**config.mk**
```make
export PLATFORM = sky130hd
export DESIGN_NAME = ap_ctrl_perf_monitor
export DESIGN_NICKNAME = d
export VERILOG_FILES = /design/src/rtl/perf_mon_pkg.sv /design/src/rtl/ts_fifo.sv /design/src/rtl/ap_ctrl_perf_monitor.sv
export SDC_FILE = /design/constraint.sdc
export NUM_CORES = 2
export LEC_CHECK = 0
export CORE_MARGIN = 2
export CORE_UTILIZATION = 30
export DETAILED_ROUTE_END_ITERATION = 8
export SETUP_SLACK_MARGIN = 0.02
export SLEW_MARGIN = 20
export SYNTH_ARGS = -nofsm -noshare
export SYNTH_HDL_FRONTEND = slang
export SYNTH_SLANG_ARGS = --single-unit
```
**constraint.sdc**
```tcl
create_clock -name clock -period 7 [get_ports clock]
set_input_delay 0.7 -clock clock [delete_from_list [all_inputs] [get_ports clock]]
set_output_delay 0.7 -clock clock [all_outputs]
set_load 0.01 [all_outputs]
```
**src/rtl/perf_mon_pkg.sv**
```systemverilog
// Shared types for the ap_ctrl performance monitor: read field selects, channel FSM states, status word layout.
// No logic; used by the RTL and the bench.
// The status word is {state[1:0], ovf, unf, fifo_level[LEVEL_W-1:0]}; LEVEL_W covers OUTSTANDING up to 128.
package perf_mon_pkg;

  typedef enum logic [2:0] {
    F_TXN_CNT       = 3'd0,
    F_LAST_LAT      = 3'd1,
    F_MIN_LAT       = 3'd2,
    F_MAX_LAT       = 3'd3,
    F_LAST_INTERVAL = 3'd4,
    F_STALL_CNT     = 3'd5,
    F_STATUS        = 3'd6,
    F_TS            = 3'd7
  } field_e;

  typedef enum logic [1:0] {
    ST_IDLE      = 2'd0,
    ST_BUSY      = 2'd1,
    ST_DONE_WAIT = 2'd2
  } ch_state_e;

  localparam int LEVEL_W  = 8;
  localparam int STATUS_W = 2 + 1 + 1 + LEVEL_W;

  function automatic logic [STATUS_W-1:0] pack_status(input ch_state_e st, input logic ovf,
                                                      input logic unf, input logic [LEVEL_W-1:0] lvl);
    return {st, ovf, unf, lvl};
  endfunction

endpackage

```
**src/rtl/ts_fifo.sv**
```systemverilog
// Timestamp FIFO, W x DEPTH (DEPTH power of 2); push/pop/same-cycle push+pop, sync clear, full/empty/level.
// Latency: dout shows the head combinationally from registered storage; a push is visible the next cycle.
// Backpressure: push while full is dropped unless a pop happens in the same cycle; pop while empty is ignored.
// Ports: clock, reset (async active-low), clear, push, pop, din -> dout, full, empty, level.
module ts_fifo #(
  parameter int W     = 32,
  parameter int DEPTH = 4,
  localparam int AW   = $clog2(DEPTH),
  localparam int LW   = AW + 1
) (
  input  logic          clock,
  input  logic          reset,
  input  logic          clear,
  input  logic          push,
  input  logic          pop,
  input  logic [W-1:0]  din,
  output logic [W-1:0]  dout,
  output logic          full,
  output logic          empty,
  output logic [LW-1:0] level
);

  logic [W-1:0]  mem_q [DEPTH];
  logic [W-1:0]  mem_d [DEPTH];
  logic [AW-1:0] wr_q, wr_d, rd_q, rd_d;
  logic [LW-1:0] cnt_q, cnt_d;
  logic          do_push, do_pop;

  assign full  = (cnt_q == LW'(DEPTH));
  assign empty = (cnt_q == '0);
  assign level = cnt_q;
  assign dout  = mem_q[rd_q];

  // The old head leaves before the new entry lands, so a full FIFO can accept a push alongside a pop.
  assign do_pop  = pop & ~empty;
  assign do_push = push & (~full | do_pop);

  always_comb begin
    mem_d = mem_q;
    wr_d  = wr_q;
    rd_d  = rd_q;
    cnt_d = cnt_q;
    if (clear) begin
      wr_d  = '0;
      rd_d  = '0;
      cnt_d = '0;
    end else begin
      if (do_push) begin
        mem_d[wr_q] = din;
        wr_d        = wr_q + 1'b1;
      end
      if (do_pop) rd_d = rd_q + 1'b1;
      cnt_d = cnt_q + LW'(do_push) - LW'(do_pop);
    end
  end

  always_ff @(posedge clock or negedge reset) begin
    if (!reset) begin
      for (int i = 0; i < DEPTH; i++) mem_q[i] <= '0;
      wr_q  <= '0;
      rd_q  <= '0;
      cnt_q <= '0;
    end else begin
      mem_q <= mem_d;
      wr_q  <= wr_d;
      rd_q  <= rd_d;
      cnt_q <= cnt_d;
    end
  end

endmodule

```
**src/rtl/ap_ctrl_perf_monitor.sv**
```systemverilog
// Per-channel ap_ctrl_chain performance monitor: txn count, last/min/max latency, start-to-start interval, status.
// Latency: rd_valid/rd_data exactly 1 cycle after rd_req, showing stats from before that cycle's events.
// Backpressure: none on the read port; ap_continue low holds a channel in DONE_WAIT (counted as stall).
// Ports: clock, reset (async active-low); per-channel ap_start/ap_ready/ap_done/ap_continue; clear (sync wipe,
// ts keeps running); finish (freeze events); rd_req/rd_ch/rd_field -> rd_valid/rd_data.
// Build option: define PERF_MON_STALL_EN to enable per-channel stall_cnt; otherwise field 5 reads 0.
module ap_ctrl_perf_monitor
  import perf_mon_pkg::*;
#(
  parameter int  NUM_CH      = 4,
  parameter int  CNT_W       = 32,
  parameter int  OUTSTANDING = 4,
  localparam int CH_W        = (NUM_CH > 1) ? $clog2(NUM_CH) : 1
) (
  input  logic              clock,
  input  logic              reset,
  input  logic [NUM_CH-1:0] ap_start,
  input  logic [NUM_CH-1:0] ap_ready,
  input  logic [NUM_CH-1:0] ap_done,
  input  logic [NUM_CH-1:0] ap_continue,
  input  logic              clear,
  input  logic              finish,
  input  logic              rd_req,
  input  logic [CH_W-1:0]   rd_ch,
  input  logic [2:0]        rd_field,
  output logic              rd_valid,
  output logic [CNT_W-1:0]  rd_data
);

  localparam int LVL_W = $clog2(OUTSTANDING) + 1;
  localparam int NSLOT = 1 << CH_W;

  // Free-running timestamp; wraps, and all latency/interval math is modulo 2^CNT_W.
  logic [CNT_W-1:0] ts_q, ts_d;
  assign ts_d = ts_q + 1'b1;

  always_ff @(posedge clock or negedge reset) begin
    if (!reset) ts_q <= '0;
    else        ts_q <= ts_d;
  end

  // Per-slot views for the read mux; slots beyond NUM_CH read as zero.
  logic [CNT_W-1:0]    txn_a   [NSLOT];
  logic [CNT_W-1:0]    last_a  [NSLOT];
  logic [CNT_W-1:0]    min_a   [NSLOT];
  logic [CNT_W-1:0]    max_a   [NSLOT];
  logic [CNT_W-1:0]    int_a   [NSLOT];
  logic [CNT_W-1:0]    stall_a [NSLOT];
  logic [STATUS_W-1:0] stat_a  [NSLOT];

  for (genvar g = 0; g < NSLOT; g++) begin : g_ch
    if (g < NUM_CH) begin : g_real
      logic             accept, complete, waiting, has_lat, push, pop, full, empty;
      logic [CNT_W-1:0] head, lat;
      logic [LVL_W-1:0] level, level_nxt;
      ch_state_e        state_q, state_d;
      logic [CNT_W-1:0] txn_q, txn_d, last_q, last_d, min_q, min_d, max_q, max_d;
      logic [CNT_W-1:0] int_q, int_d, acc_ts_q, acc_ts_d;
      logic             seen_q, seen_d, ovf_q, ovf_d, unf_q, unf_d;

      assign accept   = ap_start[g] & ap_ready[g] & ~finish;
      assign complete = ap_done[g] & ap_continue[g] & ~finish;
      assign waiting  = ap_done[g] & ~ap_continue[g] & ~finish;

      // Pop-then-push: with an empty FIFO a same-cycle accept+complete is one zero-latency
      // transaction, so nothing is stored for it.
      assign pop       = complete & ~empty;
      assign push      = accept & ~(complete & empty) & (~full | complete);
      assign has_lat   = complete & (~empty | accept);
      assign lat       = empty ? '0 : ts_q - head;
      assign level_nxt = level + LVL_W'(push) - LVL_W'(pop);

      ts_fifo #(.W(CNT_W), .DEPTH(OUTSTANDING)) u_fifo (
        .clock (clock),
        .reset (reset),
        .clear (clear),
        .push  (push),
        .pop   (pop),
        .din   (ts_q),
        .dout  (head),
        .full  (full),
        .empty (empty),
        .level (level)
      );

      always_comb begin
        state_d  = state_q;
        txn_d    = txn_q;
        last_d   = last_q;
        min_d    = min_q;
        max_d    = max_q;
        int_d    = int_q;
        acc_ts_d = acc_ts_q;
        seen_d   = seen_q;
        ovf_d    = ovf_q;
        unf_d    = unf_q;
        if (clear) begin
          state_d  = ST_IDLE;
          txn_d    = '0;
          last_d   = '0;
          min_d    = '1;
          max_d    = '0;
          int_d    = '0;
          acc_ts_d = '0;
          seen_d   = 1'b0;
          ovf_d    = 1'b0;
          unf_d    = 1'b0;
        end else begin
          // Interval is tracked on every accept, including ones whose timestamp is dropped.
          if (accept) begin
            if (seen_q) int_d = ts_q - acc_ts_q;
            acc_ts_d = ts_q;
            seen_d   = 1'b1;
          end
          if (has_lat) begin
            last_d = lat;
            if (lat < min_q) min_d = lat;
            if (lat > max_q) max_d = lat;
            if (txn_q != '1) txn_d = txn_q + 1'b1;
          end
          if (complete & empty & ~accept) unf_d = 1'b1;
          if (accept & full & ~complete)  ovf_d = 1'b1;

          unique case (state_q)
            ST_IDLE: begin
              if (accept) begin
                if (waiting)                            state_d = ST_DONE_WAIT;
                else if (complete && level_nxt == '0)   state_d = ST_IDLE;
                else                                    state_d = ST_BUSY;
              end
            end
            ST_BUSY: begin
              if (waiting)                              state_d = ST_DONE_WAIT;
              else if (complete && level_nxt == '0)     state_d = ST_IDLE;
            end
            ST_DONE_WAIT: begin
              if (complete) state_d = (level_nxt != '0) ? ST_BUSY : ST_IDLE;
            end
            default: state_d = ST_IDLE;
          endcase
        end
      end

      always_ff @(posedge clock or negedge reset) begin
        if (!reset) begin
          state_q  <= ST_IDLE;
          txn_q    <= '0;
          last_q   <= '0;
          min_q    <= '1;
          max_q    <= '0;
          int_q    <= '0;
          acc_ts_q <= '0;
          seen_q   <= 1'b0;
          ovf_q    <= 1'b0;
          unf_q    <= 1'b0;
        end else begin
          state_q  <= state_d;
          txn_q    <= txn_d;
          last_q   <= last_d;
          min_q    <= min_d;
          max_q    <= max_d;
          int_q    <= int_d;
          acc_ts_q <= acc_ts_d;
          seen_q   <= seen_d;
          ovf_q    <= ovf_d;
          unf_q    <= unf_d;
        end
      end

`ifdef PERF_MON_STALL_EN
      // One count per cycle, whether the channel waits on ap_continue, on ap_ready, or both.
      logic [CNT_W-1:0] stall_q, stall_d;
      always_comb begin
        stall_d = stall_q;
        if (clear) begin
          stall_d = '0;
        end else if (!finish && (state_q == ST_DONE_WAIT || (ap_start[g] && !ap_ready[g]))
                     && stall_q != '1) begin
          stall_d = stall_q + 1'b1;
        end
      end
      always_ff @(posedge clock or negedge reset) begin
        if (!reset) stall_q <= '0;
        else        stall_q <= stall_d;
      end
      assign stall_a[g] = stall_q;
`else
      assign stall_a[g] = '0;
`endif

      assign txn_a[g]  = txn_q;
      assign last_a[g] = last_q;
      assign min_a[g]  = min_q;
      assign max_a[g]  = max_q;
      assign int_a[g]  = int_q;
      assign stat_a[g] = pack_status(state_q, ovf_q, unf_q, LEVEL_W'(level));
    end else begin : g_pad
      assign txn_a[g]   = '0;
      assign last_a[g]  = '0;
      assign min_a[g]   = '0;
      assign max_a[g]   = '0;
      assign int_a[g]   = '0;
      assign stall_a[g] = '0;
      assign stat_a[g]  = '0;
    end
  end

  // Registered read port.
  logic             rd_valid_q, rd_valid_d;
  logic [CNT_W-1:0] rd_data_q, rd_data_d;

  always_comb begin
    rd_valid_d = rd_req;
    rd_data_d  = '0;
    if (rd_req && (int'(rd_ch) < NUM_CH)) begin
      case (field_e'(rd_field))
        F_TXN_CNT:       rd_data_d = txn_a[rd_ch];
        F_LAST_LAT:      rd_data_d = last_a[rd_ch];
        F_MIN_LAT:       rd_data_d = min_a[rd_ch];
        F_MAX_LAT:       rd_data_d = max_a[rd_ch];
        F_LAST_INTERVAL: rd_data_d = int_a[rd_ch];
        F_STALL_CNT:     rd_data_d = stall_a[rd_ch];
        F_STATUS:        rd_data_d = CNT_W'(stat_a[rd_ch]);
        F_TS:            rd_data_d = ts_q;
        default:         rd_data_d = '0;
      endcase
    end
  end

  always_ff @(posedge clock or negedge reset) begin
    if (!reset) begin
      rd_valid_q <= 1'b0;
      rd_data_q  <= '0;
    end else begin
      rd_valid_q <= rd_valid_d;
      rd_data_q  <= rd_data_d;
    end
  end

  assign rd_valid = rd_valid_q;
  assign rd_data  = rd_data_q;

endmodule

```
==> metrics.md <==
| Metric | Value |
|---|---|
| Fin worst setup slack | 0.232 ns |
| Clock sink count | 1393 |
| Largest net degree at the start of global routing | 181 |
| Mapped Cells | 8190 |
| Max cap viols | 0 |
| Vias/cell | 5.49 |
| Ys flop type | dfrtp_1 |
| CP Buf/Inv Count | 6 |
| CP startpoint kind | flop |
| Seq/Total Area, Yosys | 41.8% |
| Max stage delay on crit path | 0.63 ns |
| Max Clock Freq | 0.148 GHz |
| Worst-margin pin slew | 1.18 ns |
| Synthesized area | 83900 sq um |
| DRC viols | 0 |
| WL final | 314 mm |
| CP Launch Point | g_ch[1].g_real.u_fifo.rd_q[0]$_DFFE_PN0P_ |
| Worst min-delay path startpoint | clear |
| Layout cell share with drive strength beyond 1 | 20.0% |
| WS Path Type | reg -> reg |
| Ports | 59 |
| Via count | 66600 |
| Final period util | 96.7% |
| Final core occ | 34.5% |
| Final HPWL DP | 234 mm |
| Initial antenna violation count | 24 |
| Die area | 284000 sq um |
| RR Startpoint | g_ch[1].g_real.u_fifo.rd_q[0]$_DFFE_PN0P_ |
| Pins Over Slew Limit | 0 |
| Htree depth | 4 |
| Root Buffer | clkbuf_16 |
| Area after DPL | 90300 sq um |
| DP Worst Slack | 0.208 ns |
| CTS buffer count | 161 |
| Total negative slack | 0 ns |
| First-pass GRT wire length | 459 mm |
| Worst-Skew Late Latency | 0.86 ns |
| Routed wire length per instance | 25.9 microns |
| DIE HEIGHT | 533 microns |
| Minimum clock period | 6.77 ns |
| Post-synth net total | 8761 |
| Crit-path slowest cell | o311ai_0 |
| Setup crit end kind | flop |
| Nets | 8847 |
| Most frequent cells in the layout | 1233 x dfrtp_1, 918 x nand2_1, 656 x inv_1, 545 x mux2_2, 529 x ha_1 |
| TritonCTS clock tree | built |
| Crit path arrival time | 7.49 ns |
| Row count | 194 |
| Final Cell Area | 96000 sq um |
| Worst path most repeated cell | buf_4 |
| Post-synth EDFFs | 0 |
| Number of distinct library cells after synthesis | 98 |
| Final count of negative-setup-slack endpoints | 0 |
| Core area | 279000 sq um |
| Initial Util | 30.1% |
| Power per cell area | 273 nW/um^2 |
| Hold Crit Class | in -> reg |
| Commonest non-fill, non-tap cell in the layout | dfrtp_1 |
| Total congestion overflow | 0 |
| Req. time, crit path | 7.72 ns |
| Rel. slew slack | 21.2% |
| Synthesized flop and latch total | 1393 |
| CP top delay family | compound AO/OA/AOI/OAI gates |
| DRT antenna net count | 0 |
| Status | finished clean |
| Synth-to-layout area growth | 14.5% |
| YS warnings | 0 |
| Die X | 533 microns |
| IO Port Bufs | 58 |
| Longest Clk Path Bufs | 3 |
| GRT Overall Usage | 21.7% |
| Skew final | 0.0436 ns |
| 1st-iter DRT viols | 6987 |
| RSZ-0062 raised after global routing | true |
| First-pass iteration count of the detailed router | 6 |
| Asr flop ratio synth | 100% |
| Gp weighted congestion | 0.986 |
| Final hold violations | 0 |
| Worst-path maximum fanout | 12 |
| Leak | 44.2 nW |
| Vias in the first global route | 65800 |
| Syn Area/Cell | 10.2 sq um |
| CTS clk-pin slew, worst paths | 0.06 ns |
| Peak supply drop | 0.200 mV |
[worst reg2reg max path, stage by stage (launching register included)]
cell and delay, ns:
dfrtp_2 0.47, buf_4 0.22, mux4_2 0.51, inv_1 0.11, ha_1 0.13, nor2b_1 0.13, o21a_1 0.13, o21ai_0 0.11
a21oi_1 0.28, o21bai_2 0.16, o311ai_0 0.63, xnor2_1 0.28, buf_4 0.23, nand2_1 0.10, inv_1 0.09, ha_1 0.33
and4_1 0.33, nand3_1 0.30, a211oi_1 0.47, buf_4 0.22, o21bai_1 0.08, and2_1 0.15, o211a_1 0.23, nor4_4 0.29
buf_4 0.30, mux2_2 0.37
[cell type report]
cell class	count	area [sq um]
Clock buffer	224	4580
Fill cell	28000	183000
Tap cell	3724	4660
Sequential cell	1393	35100
Timing Repair Buffer	378	3430
Multi-Input combinational cell	5683	44800
Inverter	659	2480
Clock inverter	68	1000
Antenna cell	5	12.5
[cell usage after synthesis (29+ instances only)]
| cell | count | area, sq um |
|---|---|---|
| and2_1 | 32 | 200 |
| o21bai_1 | 29 | 218 |
| buf_2 | 29 | 145 |
| a2bb2oi_1 | 53 | 464 |
| a21o_1 | 161 | 1210 |
| xnor2_1 | 183 | 1600 |
| mux4_2 | 299 | 6730 |
| nor3_1 | 117 | 586 |
| and3_1 | 84 | 526 |
| o21ai_0 | 417 | 2090 |
| nand2b_1 | 47 | 294 |
| a21oi_1 | 495 | 2480 |
| or3_1 | 66 | 413 |
| a22oi_1 | 44 | 330 |
| nand2_1 | 919 | 3450 |
| nand3_1 | 150 | 751 |
| nor2b_1 | 56 | 350 |
| buf_1 | 56 | 210 |
| inv_1 | 657 | 2470 |
| a31oi_1 | 56 | 350 |
| xor2_1 | 154 | 1350 |
| a211oi_1 | 42 | 315 |
| nor2_1 | 467 | 1750 |
| ha_1 | 529 | 6620 |
| dfstp_2 | 128 | 3360 |
| a22o_1 | 30 | 263 |
| clkbuf_1 | 361 | 1360 |
| o21a_1 | 62 | 465 |
| nand4_1 | 90 | 563 |
| mux2i_1 | 80 | 801 |
| o31ai_1 | 66 | 495 |
| mux2_2 | 545 | 6140 |
| dfrtp_1 | 1265 | 31700 |
[where the power goes]
group / internal (mW) / total, mW / switching, mW / leakage (nW)
combinational: 2.96 / 7.98 / 5.02 / 22.6
clock: 5.23 / 8.95 / 3.72 / 2.71
sequential: 8.70 / 9.30 / 0.608 / 18.8
[kinds of logic after synthesis]
family,Yosys count,synth area share [%]
and+or+nand+nor,2149,11.7
buffers and inverters,1114,5.08
AOI/OAI and AO/OA,1701,13.0
DFF,1393,41.8
adders and majority gates,546,8.29
xor gates and xnor gates,337,3.52
muxes,950,16.7
[worst paths after layout]
| kind | endpoint | slack [ns] | cells past startpoint |
|---|---|---|---|
| min | g_ch[1].g_real.txn_q[24]$_DFFE_PN0P_ | 0.27 | 2 |
| min reg2reg | g_ch[3].g_real.int_q[24]$_DFFE_PN0P_ | 0.48 | 2 |
| min in group asynchronous | g_ch[3].g_real.int_q[24]$_DFFE_PN0P_ | 0.45 | 2 |
| max reg2reg | g_ch[1].g_real.max_q[27]$_DFFE_PN0P_ | 0.23 | 25 |
| max | g_ch[1].g_real.max_q[27]$_DFFE_PN0P_ | 0.23 | 25 |
| max in group asynchronous | g_ch[2].g_real.u_fifo.rd_q[0]$_DFFE_PN0P_ | 4.74 | 3 |
[stage by stage]
step / power [mW] / cells / hold WS (ns)
finish: 26.2 / 12100 / 0.271
global route: 27.2 / 12100 / 0.289
global placement: 17.1 / 11800 / 0.457
CTS: 26.1 / 12100 / 0.248
floorplan: 13.4 / 8190 / 0.404
detailed placement: 17.1 / 11800 / 0.463
[timing repair]
| action | CTS | global route |
|---|---|---|
| buffers inserted | 0 | 3 |
| endpoints found under the setup margin | 0 | 73 |
| gates resized for setup | 0 | 12 |
| endpoints found under the hold margin | 105 | 0 |
| hold buffers | 1 | 0 |
[flip-flops by register name, summed over array words and instances (netlist names)]
| name | count |
|---|---|
| g_ch.g_real.state_q | 8 |
| g_ch.g_real.unf_q | 4 |
| rd_valid | 1 |
| g_ch.g_real.last_q | 128 |
| g_ch.g_real.u_fifo.rd_q | 8 |
| g_ch.g_real.seen_q | 4 |
| g_ch.g_real.u_fifo.level | 12 |
| g_ch.g_real.u_fifo.wr_q | 8 |
| g_ch.g_real.acc_ts_q | 128 |
| g_ch.g_real.max_q | 128 |
| g_ch.g_real.u_fifo.mem_q | 512 |
| rd_data | 32 |
| g_ch.g_real.ovf_q | 4 |
| g_ch.g_real.txn_q | 128 |
| g_ch.g_real.min_q | 128 |
| ts_q | 32 |
| g_ch.g_real.int_q | 128 |
[layer usage]
layer	GRT usage, %	up-vias	wire length, microns
met2	33.2	2697	138000
met4	10.1	8	16600
li1	-	29300	-
met5	0	-	42
met3	4.04	580	25700
met1	29.7	34000	134000
No activity file was read; power rests on OpenSTA's default activity.
